==> src/rtl/injection_arbiter_if.sv <==
// Bundle of source-side and router-side signals for injection_arbiter.
// The slave modport is the arbiter; the master modport is the environment
// (packet sources plus the router's credit return path).
interface injection_arbiter_if #(
    parameter int FLIT_WIDTH   = 32,
    parameter int PACKET_FLITS = 5,
    parameter int REQUESTERS   = 4
);
    logic [REQUESTERS-1:0]                         request_din;
    logic [REQUESTERS*PACKET_FLITS*FLIT_WIDTH-1:0] packet_din;
    logic [REQUESTERS-1:0]                         grant_dout;
    logic [FLIT_WIDTH-1:0]                         flit_dout;
    logic                                          done_strobe_dout;
    logic                                          credit_in_din;
    logic                                          busy_dout;

    modport master (
        output request_din, packet_din, credit_in_din,
        input  grant_dout, flit_dout, done_strobe_dout, busy_dout
    );

    modport slave (
        input  request_din, packet_din, credit_in_din,
        output grant_dout, flit_dout, done_strobe_dout, busy_dout
    );
endinterface

==> src/rtl/injection_arbiter.sv <==
// injection_arbiter: round-robin arbitration among packet sources, capture of
// the winning packet, and flit-by-flit serialization onto one router input
// channel under credit-based flow control.
// Optional feature macro: NULL_PACKET_FILTER_EN -- packets whose head flit has
// ID_HEAD (MSB) clear are granted but dropped, and counted on
// dropped_count_dout.
module injection_arbiter #(
    parameter int FLIT_WIDTH   = 32,
    parameter int PACKET_FLITS = 5,
    parameter int REQUESTERS   = 4,
    parameter int CREDITS      = 4
) (
    input  logic                 clk,
    input  logic                 reset,
    injection_arbiter_if.slave   bus
`ifdef NULL_PACKET_FILTER_EN
    ,
    output logic [15:0]          dropped_count_dout
`endif
);
    localparam int PKT_W = PACKET_FLITS * FLIT_WIDTH;
    localparam int IDX_W = (REQUESTERS > 1) ? $clog2(REQUESTERS) : 1;
    localparam int CW    = IDX_W + 1;
    localparam int FI_W  = (PACKET_FLITS > 1) ? $clog2(PACKET_FLITS) : 1;
    localparam int CNT_W = $clog2(CREDITS + 1);

    typedef enum logic {IDLE, SEND} state_t;

    state_t                state_q, state_d;
    logic [REQUESTERS-1:0] grant_q, grant_d;
    logic [IDX_W-1:0]      last_grant_q, last_grant_d;
    logic [FI_W-1:0]       flit_idx_q, flit_idx_d;
    logic [CNT_W-1:0]      credit_count_q, credit_count_d;
    logic [FLIT_WIDTH-1:0] flit_q, flit_d;
    logic                  done_strobe_q, done_strobe_d;
    logic                  busy_q, busy_d;
    logic [PKT_W-1:0]      packet_q, packet_d;

    logic                  win_found;
    logic [IDX_W-1:0]      win_idx;
    logic [CW-1:0]         cand;
    logic [PKT_W-1:0]      win_packet;
    logic [FLIT_WIDTH-1:0] cur_flit;
    logic                  issue;
    logic                  drop_now;

    // Round-robin search from last_grant+1 with wrap, then select the winner's packet.
    always_comb begin
        win_found  = 1'b0;
        win_idx    = '0;
        cand       = '0;
        win_packet = '0;
        for (int i = 1; i <= REQUESTERS; i++) begin
            cand = {1'b0, last_grant_q} + CW'(i);
            if (cand >= CW'(REQUESTERS)) begin
                cand = cand - CW'(REQUESTERS);
            end
            if (!win_found && bus.request_din[cand[IDX_W-1:0]]) begin
                win_found = 1'b1;
                win_idx   = cand[IDX_W-1:0];
            end
        end
        for (int r = 0; r < REQUESTERS; r++) begin
            if (win_idx == IDX_W'(r)) begin
                win_packet = bus.packet_din[r*PKT_W +: PKT_W];
            end
        end
    end

    // Pick the current flit out of the held packet; flit 0 sits in the MSBs.
    always_comb begin
        cur_flit = '0;
        for (int f = 0; f < PACKET_FLITS; f++) begin
            if (flit_idx_q == FI_W'(f)) begin
                cur_flit = packet_q[(PACKET_FLITS-1-f)*FLIT_WIDTH +: FLIT_WIDTH];
            end
        end
    end

    // FSM next state, output registers and credit accounting.
    always_comb begin
        state_d        = state_q;
        grant_d        = '0;
        last_grant_d   = last_grant_q;
        flit_idx_d     = flit_idx_q;
        flit_d         = flit_q;
        done_strobe_d  = 1'b0;
        busy_d         = busy_q;
        packet_d       = packet_q;
        issue          = 1'b0;
        credit_count_d = credit_count_q;

        case (state_q)
            IDLE: begin
                busy_d = 1'b0;
                if (win_found) begin
                    grant_d[win_idx] = 1'b1;
                    last_grant_d     = win_idx;
                    packet_d         = win_packet;
                    flit_idx_d       = '0;
                    busy_d           = 1'b1;
                    state_d          = SEND;
                end
            end
            SEND: begin
                if (drop_now) begin
                    // Null packet: nothing goes on the wire, no credit used.
                    busy_d  = 1'b0;
                    state_d = IDLE;
                end else if (credit_count_q != '0) begin
                    issue         = 1'b1;
                    flit_d        = cur_flit;
                    done_strobe_d = 1'b1;
                    flit_idx_d    = flit_idx_q + 1'b1;
                    if (flit_idx_q == FI_W'(PACKET_FLITS - 1)) begin
                        flit_idx_d = '0;
                        state_d    = IDLE;
                    end
                end
            end
            default: state_d = IDLE;
        endcase

        // Issue and return together cancel; a return at full count is dropped.
        if (issue && !bus.credit_in_din) begin
            credit_count_d = credit_count_q - 1'b1;
        end else if (!issue && bus.credit_in_din &&
                     credit_count_q != CNT_W'(CREDITS)) begin
            credit_count_d = credit_count_q + 1'b1;
        end
    end

    // Control and output registers; reset also discards any packet in flight.
    always_ff @(posedge clk) begin
        if (reset) begin
            state_q        <= IDLE;
            grant_q        <= '0;
            last_grant_q   <= IDX_W'(REQUESTERS - 1);
            flit_idx_q     <= '0;
            credit_count_q <= CNT_W'(CREDITS);
            flit_q         <= '0;
            done_strobe_q  <= 1'b0;
            busy_q         <= 1'b0;
        end else begin
            state_q        <= state_d;
            grant_q        <= grant_d;
            last_grant_q   <= last_grant_d;
            flit_idx_q     <= flit_idx_d;
            credit_count_q <= credit_count_d;
            flit_q         <= flit_d;
            done_strobe_q  <= done_strobe_d;
            busy_q         <= busy_d;
        end
    end

    // Captured packet is pure data and is only consumed after a grant.
    always_ff @(posedge clk) begin
        packet_q <= packet_d;
    end

`ifdef NULL_PACKET_FILTER_EN
    logic [15:0] dropped_q, dropped_d;

    assign drop_now = ~packet_q[PKT_W-1];

    // Count null packets discarded right after their grant (wraps).
    always_comb begin
        dropped_d = dropped_q;
        if (state_q == SEND && drop_now) begin
            dropped_d = dropped_q + 16'd1;
        end
    end

    // Dropped-packet counter register.
    always_ff @(posedge clk) begin
        if (reset) begin
            dropped_q <= '0;
        end else begin
            dropped_q <= dropped_d;
        end
    end

    assign dropped_count_dout = dropped_q;
`else
    assign drop_now = 1'b0;
`endif

    assign bus.grant_dout       = grant_q;
    assign bus.flit_dout        = flit_q;
    assign bus.done_strobe_dout = done_strobe_q;
    assign bus.busy_dout        = busy_q;
endmodule

==> src/flat_wrapper.sv <==
// flat-port wrapper written by rule: the top's interface ports become plain ports
module injection_arbiter_flat 
#(
    parameter int FLIT_WIDTH   = 32,
    parameter int PACKET_FLITS = 5,
    parameter int REQUESTERS   = 4,
    parameter int CREDITS      = 4
)
  (clk, reset, bus_request_din, bus_packet_din, bus_credit_in_din, bus_grant_dout, bus_flit_dout, bus_done_strobe_dout, bus_busy_dout);
  injection_arbiter_if #(.FLIT_WIDTH(FLIT_WIDTH), .PACKET_FLITS(PACKET_FLITS), .REQUESTERS(REQUESTERS)) bus_i ();
  input  logic clk;
  input  logic reset;
  input wire logic [$bits(bus_i.request_din)-1:0] bus_request_din;
  input wire logic [$bits(bus_i.packet_din)-1:0] bus_packet_din;
  input wire logic [$bits(bus_i.credit_in_din)-1:0] bus_credit_in_din;
  output wire logic [$bits(bus_i.grant_dout)-1:0] bus_grant_dout;
  output wire logic [$bits(bus_i.flit_dout)-1:0] bus_flit_dout;
  output wire logic [$bits(bus_i.done_strobe_dout)-1:0] bus_done_strobe_dout;
  output wire logic [$bits(bus_i.busy_dout)-1:0] bus_busy_dout;
  assign bus_i.request_din = bus_request_din;
  assign bus_i.packet_din = bus_packet_din;
  assign bus_i.credit_in_din = bus_credit_in_din;
  assign bus_grant_dout = bus_i.grant_dout;
  assign bus_flit_dout = bus_i.flit_dout;
  assign bus_done_strobe_dout = bus_i.done_strobe_dout;
  assign bus_busy_dout = bus_i.busy_dout;
  injection_arbiter #(.FLIT_WIDTH(FLIT_WIDTH), .PACKET_FLITS(PACKET_FLITS), .REQUESTERS(REQUESTERS), .CREDITS(CREDITS)) u_core (.clk(clk), .reset(reset), .bus(bus_i));
endmodule
==> config.mk <==
export PLATFORM = sky130hd
export DESIGN_NAME = injection_arbiter_flat
export DESIGN_NICKNAME = d
export VERILOG_FILES = /design/src/rtl/injection_arbiter_if.sv /design/src/rtl/injection_arbiter.sv /design/src/flat_wrapper.sv
export SDC_FILE = /design/constraint.sdc
export NUM_CORES = 1
export LEC_CHECK = 0
export ABC_CLOCK_PERIOD_IN_PS = 13600
export BUFFER_PORTS_ARGS = -buffer_cell sky130_fd_sc_hd__buf_2
export CORE_AREA = 2 2 268 270
export CTS_CLUSTER_SIZE = 25
export DETAILED_ROUTE_END_ITERATION = 10
export DIE_AREA = 0 0 270 272
export SLEW_MARGIN = 20
export SYNTH_ARGS = -nofsm -noshare
export SYNTH_HDL_FRONTEND = slang
export SYNTH_SLANG_ARGS = --single-unit
==> constraint.sdc <==
create_clock -name clk -period 13.6 [get_ports clk]
set_input_delay 2.72 -clock clk [delete_from_list [all_inputs] [get_ports clk]]
set_output_delay 2.72 -clock clk [all_outputs]
set_load 0.05 [all_outputs]
==> results of run 1 <==
routing by layer:
layer  up-vias  GRT usage [%]  wire length [µm]
met5         -              0                 0
met4         0          4.269              1842
met3        83          2.830              4595
met2       853          36.21             40710
met1      8647          25.75             32750
li1       8145              -                 -
critical path, cell delays in order:
cell and delay, ns:
buf_2 0.12, nand2b_1 0.20, a21oi_4 0.47, buf_4 0.63, buf_4 0.61, buf_4 0.62
o31ai_1 0.12, a22oi_1 0.23
state kept, by name, summed over array words and instances (netlist names):
signal / cells
u_core.bus.busy_dout: 1
u_core.bus.done_strobe_dout: 1
u_core.bus.flit_dout: 32
u_core.bus.grant_dout: 4
u_core.credit_count_q: 3
u_core.flit_idx_q: 3
u_core.last_grant_q: 2
u_core.packet_q: 160
u_core.state_q: 1
where the power goes:
group | switching, µW | leakage [µW] | internal [µW]
Combinational | 487 | 0.00527 | 277
Sequential | 64.5 | 0.00195 | 800
Clock | 294 | 0.000433 | 439
through the flow:
step | cells | power [µW] | hold WS (ns) | instance area (µm²)
6_report | 3110 | 2361 | 0.4482 | 20280
5_1_grt | 3107 | 2481 | 0.4921 | 20270
3_3_place_gp | 3058 | 1649 | 0.4378 | 19370
4_1_cts | 3106 | 2396 | 0.4510 | 20270
3_5_place_dp | 3058 | 1646 | 0.4412 | 19370
2_1_floorplan | 1684 | 1308 | 0.4766 | 15530
synthesized netlist by cell type (4+ instances only):
master	number	area, µm²
a22oi_1	160	1201
or2_2	4	25.02
o31ai_1	321	2410
a31oi_1	6	37.54
a41oi_1	320	2803
ha_1	5	62.56
or3_1	31	193.9
clkbuf_1	231	867.1
dfxtp_1	47	940.9
nand2b_1	34	212.7
nand2_1	106	397.9
buf_2	48	240.2
a21oi_1	8	40.04
edfxtp_1	160	4805
a311oi_1	32	280.3
buf_1	14	52.55
nor2_1	11	41.29
o211ai_1	31	232.7
o21ai_0	66	330.3
inv_1	9	33.78
how the worst max path moves through the flow:
stage	from	end	slack (ns)	cells past startpoint
CTS	bus_request_din[2]	u_core.packet_q[96]	8.28	8
finish	bus_request_din[2]	u_core.packet_q[81]	8.07	8
floorplan	bus_request_din[3]	u_core.packet_q[0]	6.78	4
global placement	bus_request_din[2]	u_core.packet_q[90]	7.71	8
global route	bus_request_din[2]	u_core.packet_q[76]	7.95	8
detailed placement	bus_request_din[2]	u_core.packet_q[85]	7.67	8
layout make-up:
type                       count  area, µm²
antenna                        4      10.01
tap                          950       1189
multi-input combinational   1172       8653
sequential                   207       5746
inverter                       9      38.79
clock buffer                  40      795.8
timing repair buffer         720       3744
clock inverter                 8      100.1
fill                        7554      50470
kinds of logic (layout without fill, tap and decap cells):
family | after synthesis | in the layout | share of synthesized area [%]
AOI/OAI and AO/OA | 959 | 959 | 48.14
buffers and inverters | 305 | 777 | 7.832
DFF | 207 | 207 | 37.00
and+or+nand+nor | 207 | 207 | 6.494
adders and majority gates | 6 | 6 | 0.5318
other | 0 | 4 | 0
==> impl_metrics.json, run 1 <==
{
  "outcome": "finished, final reports clean",
  "startpoint_type": "input port",
  "io_buffers": 684,
  "fmax_mhz": 180.8,
  "skew_ns": 0.02828,
  "finalMaxSlewViolations": 0,
  "cp_max_fo": 62,
  "syn_area_um2": 15530,
  "min_period_ns": 5.531,
  "drtIter0Drc": 1548,
  "die_x_um": 270,
  "synth_edf_count": 160,
  "power.leakage_uw": 0.007652,
  "cts_setup_buffers": 0,
  "drive_above_1_share_pct": 36.13,
  "clock_latency_ns": 0.58,
  "critPathArrivalTime_ns": 5.92,
  "area_growth_pct": 30.57,
  "dp_slack_ns": 7.674,
  "root_buffer": "clkbuf_16",
  "worstPathRequired_ns": 13.99,
  "ys.flop_type": "edfxtp_1",
  "hold_violations": 0,
  "clk_pin_slew_worst_paths_ns": 0.06,
  "setup_violations": 0,
  "ys.warnings.count": 0,
  "r2r_slack_ns": 9.95,
  "rsz0062_at_grt": "false",
  "numCtsBuffers": 26,
  "ctsHoldBuffers": 0,
  "overflow": 0,
  "fin_setup_tns_ns": 0,
  "cts_sinks": 207,
  "drv_cap": 0,
  "criticalPathCategory": "in -> reg",
  "worstHoldEndpoint": "u_core.bus.busy_dout",
  "min_period_over_period_pct": 40.67,
  "fp-row-count": 98,
  "die-area_um2": 73440,
  "cp-end-kind": "flop",
  "cts_tree": "built",
  "antenna_found_initial": 2,
  "layout_commonest_cell": "buf_2",
  "dpl.hpwl_mm": 57.67,
  "powerDensity_nw_per_um2": 116.4,
  "hp-start": "u_core.bus.busy_dout",
  "place_congestion": 0.8697,
  "grt_pass1_vias": 16550,
  "postSynthAreaPerCell_um2": 9.221,
  "io-pin-count": 685,
  "whs_path_depth": 2,
  "htreeDepth": 1,
  "tightestPinTransition_ns": 1.029,
  "r2r-end": "u_core.packet_q[81]",
  "utilization_pct": 28.66,
  "grt_max_degree": 173,
  "synth-seq-cells": 207,
  "routed_via_density": 5.700,
  "cts-resized-gates": 0,
  "hp-class": "reg -> reg",
  "synthCells": 1684,
  "clock_path_buffers": 3,
  "synthDistinctLibCells": 45,
  "start_util_pct": 21.95,
  "async_reset_ff_share_pct": 0,
  "seq_area_frac_synth_pct": 37.00,
  "synthesis.nets": 2337,
  "layout.cells.most_common_list": "buf_2 (684), o31ai_1 (320), a41oi_1 (320)",
  "grt_pass1_wl_mm": 113.0,
  "timing.rr.start": "u_core.last_grant_q[0]",
  "core_area_um2": 70750,
  "num_vias": 17730,
  "relSlewSlack_pct": 30.78,
  "routedWlPerCell_um": 25.69,
  "wirelength_mm": 79.90,
  "finalWorstSetupSlack_ns": 8.069,
  "r2r.worst_path.cells": 7,
  "ir_drop_mv": 0.07543,
  "drt-pass1-iter-count": 6,
  "drtAntennaViolNets": 0,
  "drc": 0,
  "nets": 2789,
  "grtUsageTotal_pct": 20.22,
  "fp.dieH_um": 272
}
Power figures use the tool's default switching activity.
==> run 2, diff against run 1 <==
- ABC_AREA: default -> 1
- ABC_CLOCK_PERIOD_IN_PS: 13600 -> 5500
- CORE_AREA: 2 2 268 270 -> 2 2 265 267
- DIE_AREA: 0 0 270 272 -> 0 0 267 269
- clock period: 13.6 -> 5.5 ns (I/O delays scaled with it)
==> run 2 against run 1 <==
Net effect:
- clock power grew to 2.6 times the previous value
- register-to-register slack worse by 7.8 ns
- design area decreased by 12%
- worst hold slack gained 0.0059 ns
- critical path depth up 3
- first-iteration DRC count is 15% lower
- highest routed layer is now met5
==> impl_metrics.json, run 2 <==
{
  "setup_violations": 0,
  "ys.flop_type": "edfxtp_1",
  "cts-resized-gates": 0,
  "startpoint_type": "flop",
  "ir_drop_mv": 0.7748,
  "clk_pin_slew_worst_paths_ns": 0.06,
  "hp-class": "reg -> reg",
  "p_switching_uw": 8599,
  "sequentialPowerShare_pct": 24.4,
  "synthesis.nets": 2198,
  "layout.cells.most_common_list": "buf_2 (684), nand3_1 (390), nand4_1 (321)",
  "routedWlPerCell_um": 21.70,
  "relSlewSlack_pct": 24.04,
  "die_x_um": 267,
  "cts_tree": "built",
  "antenna_found_initial": 4,
  "synth-seq-cells": 207,
  "clock_latency_ns": 0.55,
  "layout_commonest_cell": "buf_2",
  "drt-pass1-iter-count": 5,
  "min_period_ns": 3.300,
  "grt_pass1_wl_mm": 92.18,
  "worstPathRequired_ns": 5.90,
  "fin_setup_tns_ns": 0,
  "ctsHoldBuffers": 0,
  "synthDistinctLibCells": 28,
  "cp_max_fo": 107,
  "root_buffer": "clkbuf_16",
  "io-pin-count": 685,
  "ys_top_cells_by_count": "nand3_1 (390), nand4_1 (321), nand2_1 (272)",
  "core_area_um2": 69300,
  "p_int_uw": 7000,
  "outcome": "finished, final reports clean",
  "rsz0062_at_grt": "false",
  "clkPwrFrac_pct": 12.1,
  "criticalPathCategory": "reg -> reg",
  "cp-end-kind": "flop",
  "postSynthAreaPerCell_um2": 8.255,
  "yosysTopAreaCellShare_pct": 37.67,
  "finalWorstSetupSlack_ns": 2.200,
  "powerDensity_nw_per_um2": 873.9,
  "num_vias": 15150,
  "async_reset_ff_share_pct": 0,
  "drv_cap": 0,
  "swShare_pct": 55.13,
  "pwr-share-comb_pct": 63.5,
  "utilization_pct": 25.76,
  "yosys-top-cells-area": "edfxtp_1 (38%), nand4_1 (16%), nand3_1 (15%)",
  "wirelength_mm": 66.49,
  "fp.dieH_um": 269,
  "drtAntennaViolNets": 0,
  "largest_register": "u_core.packet_q",
  "cts_setup_buffers": 0,
  "synth_top_cell_by_area": "edfxtp_1",
  "ys.warnings.count": 0,
  "routed_via_density": 4.944,
  "die-area_um2": 71820,
  "drive_above_1_share_pct": 36.22,
  "min_period_over_period_pct": 60.01,
  "io_buffers": 684,
  "grt_max_degree": 209,
  "power.leakage_uw": 0.007409,
  "drc": 0,
  "grtUsageTotal_pct": 17.27,
  "dpl.hpwl_mm": 49.83,
  "synthCells": 1545,
  "clock_path_buffers": 3,
  "tightestPinTransition_ns": 1.139,
  "fmax_mhz": 303.0,
  "htreeDepth": 1,
  "fp-row-count": 97,
  "drtIter0Drc": 1321,
  "grt_pass1_vias": 13900,
  "area_growth_pct": 39.94,
  "synth.most_common_cell": "nand3_1",
  "critPathArrivalTime_ns": 3.71,
  "start_util_pct": 18.41,
  "nets": 2756,
  "finalMaxSlewViolations": 0,
  "seq_area_frac_synth_pct": 45.05,
  "cts_sinks": 207,
  "largest_reg_flops": 160,
  "hold_violations": 0,
  "dp_slack_ns": 1.930,
  "overflow": 0,
  "skew_ns": 0.01728,
  "place_congestion": 0.8843,
  "numCtsBuffers": 27,
  "synth_edf_count": 160,
  "syn_area_um2": 12750
}
==> run 2: cell types whose count changed after synthesis, moves of 34 or more <==
| cell | delta |
|---|---|
| nand3_1 | +388 |
| o21ai_0 | -54 |
| a22oi_1 | -160 |
| a41oi_1 | -291 |
| nand4_1 | +319 |
| buf_2 | +42 |
| o31ai_1 | -321 |
| clkbuf_1 | -162 |
| nand2b_1 | -34 |
| nand2_1 | +166 |
==> run 2: power groups by stage <==
stage                     clock network (µW)  registers, µW  logic (µW)
final                                   1880           3810        9910
after global routing                    2000           3900       10900
after CTS                               1950           3840       10000
after detailed placement                   0           3840        9960
after global placement                     0           3880        9910
after floorplan                            0           3950        6450
==> run 2: worst max-delay path, cell delays in order, from the launching register on <==
cell      delay [ns]
dfxtp_1         0.65
inv_2           0.18
nand2_1         0.11
nand2_1         0.09
nand2_1         0.11
nand2_2         0.09
nor2_4          0.14
nand3b_1        0.20
nand2_8         0.20
buf_4           0.80
nand4_1         0.26
nand4_1         0.18
==> run 2: layer usage <==
layer | routed length [µm] | vias up | GRT usage [%]
li1 | - | 7067 | -
met1 | 27600 | 7292 | 22.35
met2 | 32540 | 712 | 29.67
met3 | 4368 | 75 | 2.703
met4 | 1960 | 2 | 4.965
met5 | 14 | - | 0
==> run 2: path summary, 6_finish.rpt <==
kind | start | endpoint | slack, ns | depth (start not counted)
worst max-delay path | u_core.last_grant_q[0] | u_core.packet_q[25] | 2.20 | 11
worst min-delay path | u_core.credit_count_q[0] | u_core.credit_count_q[0] | 0.45 | 1
worst max register to register | u_core.last_grant_q[0] | u_core.packet_q[25] | 2.20 | 11
worst min register to register | u_core.credit_count_q[0] | u_core.credit_count_q[0] | 0.45 | 1
==> run 2: layout make-up <==
type,instances,area [µm²]
Inverter,32,128.9
Timing Repair Buffer,705,3681
Tap cell,940,1176
Antenna cell,1,2.502
Fill cell,7529,51450
Sequential cell,207,5746
Multi-Input combinational cell,1130,6175
Clock inverter,17,216.5
Clock buffer,32,724.4
==> run 2: metrics by stage <==
| step | instance area, µm² | hold WS [ns] | power [µW] | instances |
|---|---|---|---|---|
| after global placement | 16910 | 0.4361 | 13790 | 3014 |
| after CTS | 17850 | 0.4573 | 15810 | 3063 |
| after global routing | 17850 | 0.4840 | 16770 | 3064 |
| final | 17850 | 0.4541 | 15600 | 3064 |
| after detailed placement | 16910 | 0.4457 | 13810 | 3014 |
| after floorplan | 12760 | 0.4225 | 10400 | 1545 |
==> run 2: kinds of logic after synthesis <==
family | Yosys count | synth area share [%]
compound gates | 116 | 7.024
simple gates | 1008 | 40.22
flops | 207 | 45.05
fa+ha+maj | 6 | 0.6474
buf+inv | 208 | 7.063
